$ cat config.mk
export PLATFORM = sky130hd
export DESIGN_NAME = return_addr_stack_flat
export DESIGN_NICKNAME = d
export VERILOG_FILES = /design/src/rtl/return_addr_stack_pkg.sv /design/src/rtl/return_addr_stack_if.sv /design/src/rtl/ras_regfile.sv /design/src/rtl/return_addr_stack.sv /design/src/flat_wrapper.sv
export SDC_FILE = /design/constraint.sdc
export NUM_CORES = 1
export LEC_CHECK = 0
export ABC_AREA = 1
export CAP_MARGIN = 25
export CORE_ASPECT_RATIO = 0.75
export CORE_MARGIN = 2
export CORE_UTILIZATION = 55
export DETAILED_ROUTE_END_ITERATION = 10
export PLACE_DENSITY = 0.85
export RECOVER_POWER = 50
export SLEW_MARGIN = 20
export SYNTH_ARGS = -nofsm -noshare
export SYNTH_HDL_FRONTEND = slang
export SYNTH_SLANG_ARGS = --single-unit
$ cat constraint.sdc
create_clock -name clk -period 3.2 [get_ports clk]
set_input_delay 0.32 -clock clk [delete_from_list [all_inputs] [get_ports clk]]
set_output_delay 0.32 -clock clk [all_outputs]
set_load 0.005 [all_outputs]
$ cat src/rtl/return_addr_stack_pkg.sv
// Shared defaults and constants for the return-address stack.
package return_addr_stack_pkg;

   localparam int unsigned RAS_WIDTH_DEFAULT = 16;
   localparam int unsigned RAS_DEPTH_DEFAULT = 8;

   // Value driven on topOut while the stack holds no entries
   localparam logic [RAS_WIDTH_DEFAULT-1:0] RAS_TOP_EMPTY = '0;

endpackage : return_addr_stack_pkg

$ cat src/rtl/return_addr_stack_if.sv
// Push/pop request and status bundle between the fetch stage and the return-address stack.
interface return_addr_stack_if
   import return_addr_stack_pkg::*;
#(
   parameter int unsigned WIDTH = RAS_WIDTH_DEFAULT,
   parameter int unsigned DEPTH = RAS_DEPTH_DEFAULT
);
   localparam int unsigned PTR_W = $clog2(DEPTH);

   logic             clear;
   logic             push;
   logic [WIDTH-1:0] pushData;
   logic             pop;
   logic [WIDTH-1:0] topOut;
   logic             empty;
   logic             full;
   logic [PTR_W:0]   count;
   logic             overflow;
   logic             underflow;

   modport master (
      output clear, push, pushData, pop,
      input  topOut, empty, full, count, overflow, underflow
   );

   modport slave (
      input  clear, push, pushData, pop,
      output topOut, empty, full, count, overflow, underflow
   );

endinterface : return_addr_stack_if

$ cat src/rtl/ras_regfile.sv
// DEPTH x WIDTH storage: one synchronous write port, one combinational read port, no reset.
module ras_regfile
   import return_addr_stack_pkg::*;
#(
   parameter int unsigned WIDTH = RAS_WIDTH_DEFAULT,
   parameter int unsigned DEPTH = RAS_DEPTH_DEFAULT
) (
   input  logic                     clk,
   input  logic                     we_i,
   input  logic [$clog2(DEPTH)-1:0] waddr_i,
   input  logic [WIDTH-1:0]         wdata_i,
   input  logic [$clog2(DEPTH)-1:0] raddr_i,
   output logic [WIDTH-1:0]         rdata_o
);

   logic [WIDTH-1:0] mem_q [DEPTH];

   always_ff @(posedge clk) begin
      if (we_i) begin
         mem_q[waddr_i] <= wdata_i;
      end
   end

   assign rdata_o = mem_q[raddr_i];

endmodule : ras_regfile

$ cat src/rtl/return_addr_stack.sv
// Return-address stack: circular buffer of link addresses with sticky overflow/underflow flags.
// Build option RAS_OVERWRITE_EN: a push while full overwrites the oldest entry instead of being dropped.
module return_addr_stack
   import return_addr_stack_pkg::*;
#(
   parameter int unsigned WIDTH = RAS_WIDTH_DEFAULT,
   parameter int unsigned DEPTH = RAS_DEPTH_DEFAULT
) (
   input  logic                clk,
   input  logic                rst_n,
   return_addr_stack_if.slave  bus
);

   localparam int unsigned PTR_W = $clog2(DEPTH);
   localparam int unsigned CNT_W = PTR_W + 1;

   localparam logic [PTR_W-1:0] PTR_ONE  = PTR_W'(1);
   localparam logic [CNT_W-1:0] CNT_ONE  = CNT_W'(1);
   localparam logic [CNT_W-1:0] CNT_FULL = CNT_W'(DEPTH);

   logic [PTR_W-1:0] top_ptr_q, top_ptr_d;
   logic [CNT_W-1:0] count_q,   count_d;
   logic             overflow_q,  overflow_d;
   logic             underflow_q, underflow_d;

   logic             is_empty;
   logic             is_full;
   logic             we;
   logic [PTR_W-1:0] waddr;
   logic [WIDTH-1:0] rdata;

   assign is_empty = (count_q == '0);
   assign is_full  = (count_q == CNT_FULL);

   // Next-state: clear beats push/pop; push+pop on a non-empty stack replaces the top in place
   always_comb begin
      top_ptr_d   = top_ptr_q;
      count_d     = count_q;
      overflow_d  = overflow_q;
      underflow_d = underflow_q;
      we          = 1'b0;
      waddr       = top_ptr_q + PTR_ONE;

      if (bus.clear) begin
         top_ptr_d   = '0;
         count_d     = '0;
         overflow_d  = 1'b0;
         underflow_d = 1'b0;
      end else if (bus.push && bus.pop && !is_empty) begin
         we    = 1'b1;
         waddr = top_ptr_q;
      end else if (bus.push) begin
         if (bus.pop) begin
            underflow_d = 1'b1;
         end
         if (is_full) begin
            overflow_d = 1'b1;
`ifdef RAS_OVERWRITE_EN
            we        = 1'b1;
            top_ptr_d = top_ptr_q + PTR_ONE;
`else
            we        = 1'b0;
`endif
         end else begin
            we        = 1'b1;
            top_ptr_d = top_ptr_q + PTR_ONE;
            count_d   = count_q + CNT_ONE;
         end
      end else if (bus.pop) begin
         if (is_empty) begin
            underflow_d = 1'b1;
         end else begin
            top_ptr_d = top_ptr_q - PTR_ONE;
            count_d   = count_q - CNT_ONE;
         end
      end
   end

   always_ff @(posedge clk or negedge rst_n) begin
      if (!rst_n) begin
         top_ptr_q   <= '0;
         count_q     <= '0;
         overflow_q  <= 1'b0;
         underflow_q <= 1'b0;
      end else begin
         top_ptr_q   <= top_ptr_d;
         count_q     <= count_d;
         overflow_q  <= overflow_d;
         underflow_q <= underflow_d;
      end
   end

   ras_regfile #(
      .WIDTH (WIDTH),
      .DEPTH (DEPTH)
   ) u_regfile (
      .clk     (clk),
      .we_i    (we),
      .waddr_i (waddr),
      .wdata_i (bus.pushData),
      .raddr_i (top_ptr_q),
      .rdata_o (rdata)
   );

   // topOut comes from state only; a push is never forwarded within its own cycle
   assign bus.topOut    = is_empty ? WIDTH'(RAS_TOP_EMPTY) : rdata;
   assign bus.empty     = is_empty;
   assign bus.full      = is_full;
   assign bus.count     = count_q;
   assign bus.overflow  = overflow_q;
   assign bus.underflow = underflow_q;

endmodule : return_addr_stack
$ cat src/flat_wrapper.sv
// flat-port wrapper written by rule: the top's interface ports become plain ports
module return_addr_stack_flat import return_addr_stack_pkg::*;
#(
   parameter int unsigned WIDTH = RAS_WIDTH_DEFAULT,
   parameter int unsigned DEPTH = RAS_DEPTH_DEFAULT
)
  (clk, rst_n, bus_clear, bus_push, bus_pushData, bus_pop, bus_topOut, bus_empty, bus_full, bus_count, bus_overflow, bus_underflow);
  return_addr_stack_if #(.WIDTH(WIDTH), .DEPTH(DEPTH)) bus_i ();
  input  logic clk;
  input  logic rst_n;
  input wire logic [$bits(bus_i.clear)-1:0] bus_clear;
  input wire logic [$bits(bus_i.push)-1:0] bus_push;
  input wire logic [$bits(bus_i.pushData)-1:0] bus_pushData;
  input wire logic [$bits(bus_i.pop)-1:0] bus_pop;
  output wire logic [$bits(bus_i.topOut)-1:0] bus_topOut;
  output wire logic [$bits(bus_i.empty)-1:0] bus_empty;
  output wire logic [$bits(bus_i.full)-1:0] bus_full;
  output wire logic [$bits(bus_i.count)-1:0] bus_count;
  output wire logic [$bits(bus_i.overflow)-1:0] bus_overflow;
  output wire logic [$bits(bus_i.underflow)-1:0] bus_underflow;
  assign bus_i.clear = bus_clear;
  assign bus_i.push = bus_push;
  assign bus_i.pushData = bus_pushData;
  assign bus_i.pop = bus_pop;
  assign bus_topOut = bus_i.topOut;
  assign bus_empty = bus_i.empty;
  assign bus_full = bus_i.full;
  assign bus_count = bus_i.count;
  assign bus_overflow = bus_i.overflow;
  assign bus_underflow = bus_i.underflow;
  return_addr_stack #(.WIDTH(WIDTH), .DEPTH(DEPTH)) u_core (.clk(clk), .rst_n(rst_n), .bus(bus_i));
endmodule
# Yosys cells after proc, flatten, opt, wreduce, memory -nomap -nowiden
# Memories as Yosys holds them, arrays and structs flattened.
# Cells that the tools add are included.
# totals
in_bits,21
out_inout_bits,24
mem_count,1
elab_cells,56
register_bits,9
ramBits,128
# op_classes
reduce_logical,12
add_sub_neg,4
n_eq_ne,4
mux,31
# memory_table
name,depth,word_bits,rd,rd_clocked_by_memory_dff,write_ports,line_no,rtl
u_core.u_regfile.mem_q,8,16,1,0,1,ras_regfile.sv:16,logic [WIDTH-1:0] mem_q [DEPTH];
# ops
cell,count
3-bit two-way mux,8
4-bit two-way mux,6
1-bit two-way mux,16
16-bit two-way mux,1
"3-bit inequality test, second input constant",2
3-bit AND reduction,2
2-bit nonzero test,3
3-bit nonzero test,2
"4-bit by 1-bit adder with 4-bit output, second input constant",1
"4-bit equality test, second input constant",1
4-bit zero test,1
4-bit AND reduction,1
"4-bit by 1-bit subtractor with 4-bit output, second input constant",1
"3-bit by 1-bit adder with 3-bit output, second input constant",1
"3-bit by 1-bit subtractor with 3-bit output, second input constant",1
1-bit logical AND,2
"2-bit inequality test, second input constant",1
1-bit zero test,1

# Longest topological paths before layout
# depth
depth_word,7
depth_mapped,9
ltp_nobuf,9

# Modules after synthesis
# Synthesis repeated with hierarchy kept, for this count alone.
# hier_totals
hier_cells,705
hier_area_um2,6512.5
# modules_own_cells
mod,area_each_um2,seq_area_each_um2,cells_each,instances
ras_regfile,5669.2,3843.7,571,1
return_addr_stack,843.3,225.2,134,1

# Least setup slack after synthesis
# Ideal clock, no wire load.
# synth_timing
path_kind,register to register
startpoint,register u_core.top_ptr_q[0]
endpoint,memory u_core.u_regfile.mem_q[4][0] (netlist name) (enable)
n_path_buf,2
setup_ns,0.388
path_slack_ns,0.742
stages_incl_launch_ff,10
arrival_time_ns,2.069
period_less_slack_ns,2.458
required_time_ns,2.812
cell_sequence,dfrtp_1 > inv_2 > buf_4 > buf_4 > ha_1 > inv_1 > nand2_1 > nand2_1 > nand3_1 > nor2_1
# synth_between
elab_chain_len,3
# synth_lines
element,line_no,rtl
"start, declared",return_addr_stack.sv:21,"logic [PTR_W-1:0] top_ptr_q, top_ptr_d;"
"start signal, assigned",return_addr_stack.sv:86,top_ptr_q <= top_ptr_d;
3-bit by 1-bit adder with 3-bit output,return_addr_stack.sv:42,waddr = top_ptr_q + PTR_ONE;
3-bit two-way mux,return_addr_stack.sv:49,end else if (bus.push && bus.pop && !is_empty) begin
3-bit two-way mux (*),return_addr_stack.sv:44,if (bus.clear) begin
"end, declared",ras_regfile.sv:16,
# Mark *: on every way between the ends. The rest lies on a longest branch, timed or not.

# Worst setup path after layout
# layout_timing
startpoint,register u_core.top_ptr_q[0]
endpoint,output bus_topOut[4]
# layout_between
elab_chain_len,2
# layout_lines
element,line_no,rtl
memory read 8 x 16 bit,n/a,
16-bit two-way mux,return_addr_stack.sv:106,assign bus.topOut = is_empty ? WIDTH'(RAS_TOP_EMPTY) : rdata;
"end, declared",flat_wrapper.sv:15,output wire logic [$bits(bus_i.topOut)-1:0] bus_topOut;
# Every way passes these cells.

==> impl_results.md <==
- Final setup fails: 0
- Worst Max-Slew Pin Slew: between 600 and 700 ps
- Routed Antenna Nets: 0
- I/O Buffers: between 40 and 50
- Final worst-path cycle share: 92.0%
- Max H-tree Level: 4
- Final hold vios: 0
- Clock Sinks: between 100 and 150
- Dpl cell area: approximately 6500 um^2
- Highest Clock Rate: 340 MHz
- CTS root buffer: clkbuf_16
- Clock transition at path regs: 50 ps
- Critical path fanouts, max: 67
- Setup TNS: 0 ps
- Post-DR wirelength/cell: ~18 um
- Fin crit period: 2940 ps
- Status: finished, final reports clean
- CTS tree: done
- Antenna violations before repair: 0
- Setup skew after layout: 6.62 ps
- CP arrival: between 2000 and 3000 ps
- First-pass GRT wire length: 20000 um
- CTS buffer count: 17
- MaxCap Viol Count: 0
- Smallest hold slack: 278 ps
- Antenna Cells: 0
- Yosys top cell by area: edfxtp_1
- DP HPWL: 7700 um
- Register-to-Register Path Depth: 8
- Post-CTS Setup Inserts: 0
- Final GP Congestion: 0.763
- Post-synth top area share: 65.8%
- Worst path most repeated cell: nor2_1
- DRT Pass-1 Iters: 5
- Grt ovf: 0
- Chip height: 93.3 um
- Sequential share of the synthesized area: between 60% and 70%
- Drt total wl: 12700 um
- Post-route DRC: 0
- Cts-stage hold buffer count: 0
- Vias: 3986
- Area of the multi-input gates: 1530 um^2
- Synth-to-layout area growth: 20.0%
- 1st-iter DRT viols: 447
- CP cell instances: buf_4 > nor2_1 > nor2_1 > o21ai_0 > o211ai_1 > nand2_1 > nor2_1 > clkdlybuf4s50_1
- EDFF count, synth: between 100 and 150
- Yosys reg bits: 137
- Cell area after synthesis: 5840 um^2
- Number of global-route vias before repair: 3975
- Power density cells: 935 nW/um^2
- Most used DFF post-synth: edfxtp_1
- Reg area: 4070 um^2
- Critical Path RT: 2880 ps
- Die area: 11500 um^2
- Pleak: 2.57 nW
- Count of pins over their slew limit: 0
- Synth cell types: 31
- Syn_nets: 517
- Area contributors post-synth: edfxtp_1, nor2_1, dfrtp_1, o21ai_0, nand2_1
- Crit path launch type: flop
- RSZ-0062 raised after global routing: no
- Nets: 577
- Most common cell in the netlist: edfxtp_1
- Crit. End Element: output port
- Slowest CP cell: clkdlybuf4s50_1
- Syn Inst Count: 491
- Avg Vias per Cell: 5.71
- Worst Hold Class: in -> async
- Synth warn: 0
- Worst IR Drop VDD: 0.000713 V
- CP max stage delay: ~560 ps
- Filler cells: 709
- Die W: 123 um
- Fin area: 7020 um^2
- Max-Slew Margin vs Limit: between 50% and 60%
- # resized after CTS: 0
- Initial Util: 56.6%
- Skew-Pair Late Insertion Delay: 410 ps
- Average size of a mapped cell: 11.9 um^2
- Largest net degree at the start of global routing: 68
- Share of layout cells above drive strength 1: 12.8%
- Top cells by count, synth: edfxtp_1, nor2_1, o21ai_0
- I/O Pins: 45
- GRT Total Usage: 23.9%
- Rows: 32
- Async SR Flop Fraction: 6.57%
- Core ar.: 10300 um^2
- Crit path kind: reg -> out
- CTS max path bufs: 2
==> state kept, by name, indices dropped and copies added, names as in the netlist <==
| signal | count |
|---|---|
| u_core.top_ptr_q | 3 |
| u_core.u_regfile.mem_q | 128 |
| u_core.bus.underflow | 1 |
| u_core.bus.overflow | 1 |
| u_core.bus.count | 4 |
==> worst paths after layout <==
check | from | end | slack, ps
max | u_core.top_ptr_q[0]$_DFFE_PN0P_ | bus_topOut[4] | 260
min | rst_n | u_core.bus.count[2]$_DFFE_PN0P_ | 280
max reg2reg | u_core.bus.count[1]$_DFFE_PN0P_ | u_core.u_regfile.mem_q[7][10]$_DFFE_PP_ | 610
min reg2reg | u_core.bus.overflow$_DFFE_PN0P_ | u_core.bus.overflow$_DFFE_PN0P_ | 480
max in group asynchronous | rst_n | u_core.top_ptr_q[0]$_DFFE_PN0P_ | 2610
min in group clk | u_core.bus.overflow$_DFFE_PN0P_ | u_core.bus.overflow$_DFFE_PN0P_ | 480
==> cell type report <==
type                       count  share of cell area, %
inverter                      16                  0.892
sequential                   137                   58.0
clock buffer                  18                   6.12
tap                          136                   2.43
clock inverter                12                   1.82
timing repair buffer          67                   8.92
multi-input combinational    312                   21.8
==> through the flow <==
stage / total power [mW] / setup slack, ps / cells / utilization, %
after global placement: 4.69 / 793 / 668 / 62.8
after detailed placement: 4.78 / 701 / 668 / 62.8
after CTS: 6.63 / 225 / 698 / 68.2
after floorplan: 3.79 / 742 / 491 / -
final: 6.56 / 256 / 698 / 67.9
after global routing: 6.93 / 110 / 698 / 67.9
==> where the power goes <==
part	internal, mW	switching (mW)
logic	1.00	1.41
registers	2.21	0.111
clock network	1.13	0.695
==> metal layers <==
| layer | track usage [%] | wire length [um] | vias up |
|---|---|---|---|
| met3 | 7.20 | 1110 | 18 |
| met5 | 0 | 0 | - |
| met1 | 32.5 | 5430 | 1938 |
| met2 | 36.8 | 5960 | 176 |
| met4 | 8.81 | 157 | 0 |
| li1 | - | - | 1854 |
==> critical path: cells and delay by family (launching register included) <==
kind / cells / cell delay [ps]
AND/OR/NAND/NOR: 4 / 500
AO/OA/AOI/OAI: 2 / 230
flip-flops: 1 / 360
buffers and inverters: 2 / 1110
==> cell usage in the layout, fill, tap and decap left out, types with 3 or more instances in the layout <==
cell,netlist,routed
edfxtp_1,128,128
xnor2_1,3,3
o21ai_0,43,44
ha_1,4,4
dfrtp_1,9,8
clkbuf_16,0,17
o22ai_1,16,16
clkinvlp_4,0,3
clkdlybuf4s50_1,0,21
nand2_4,3,3
nor2_1,125,127
nand2_2,8,8
buf_4,5,22
inv_2,3,3
dlygate4sd3_1,0,23
o21ai_1,29,28
nand3_1,10,11
nand2_1,42,43
clkinv_2,0,3
o211ai_1,16,16
inv_1,12,12
==> logic make-up (layout without fill, tap and decap cells) <==
kind of cell               after synthesis  in the layout  share of synthesized area [%]
buffers and inverters                   42            113                           3.66
and+or+nand+nor                        196            196                           14.6
adders and majority gates                5              5                           1.20
DFF                                    137            137                           69.6
xor gates and xnor gates                 4              4                          0.600
AOI/OAI and AO/OA                      107            107                           10.3
Power figures use the tool's default switching activity.
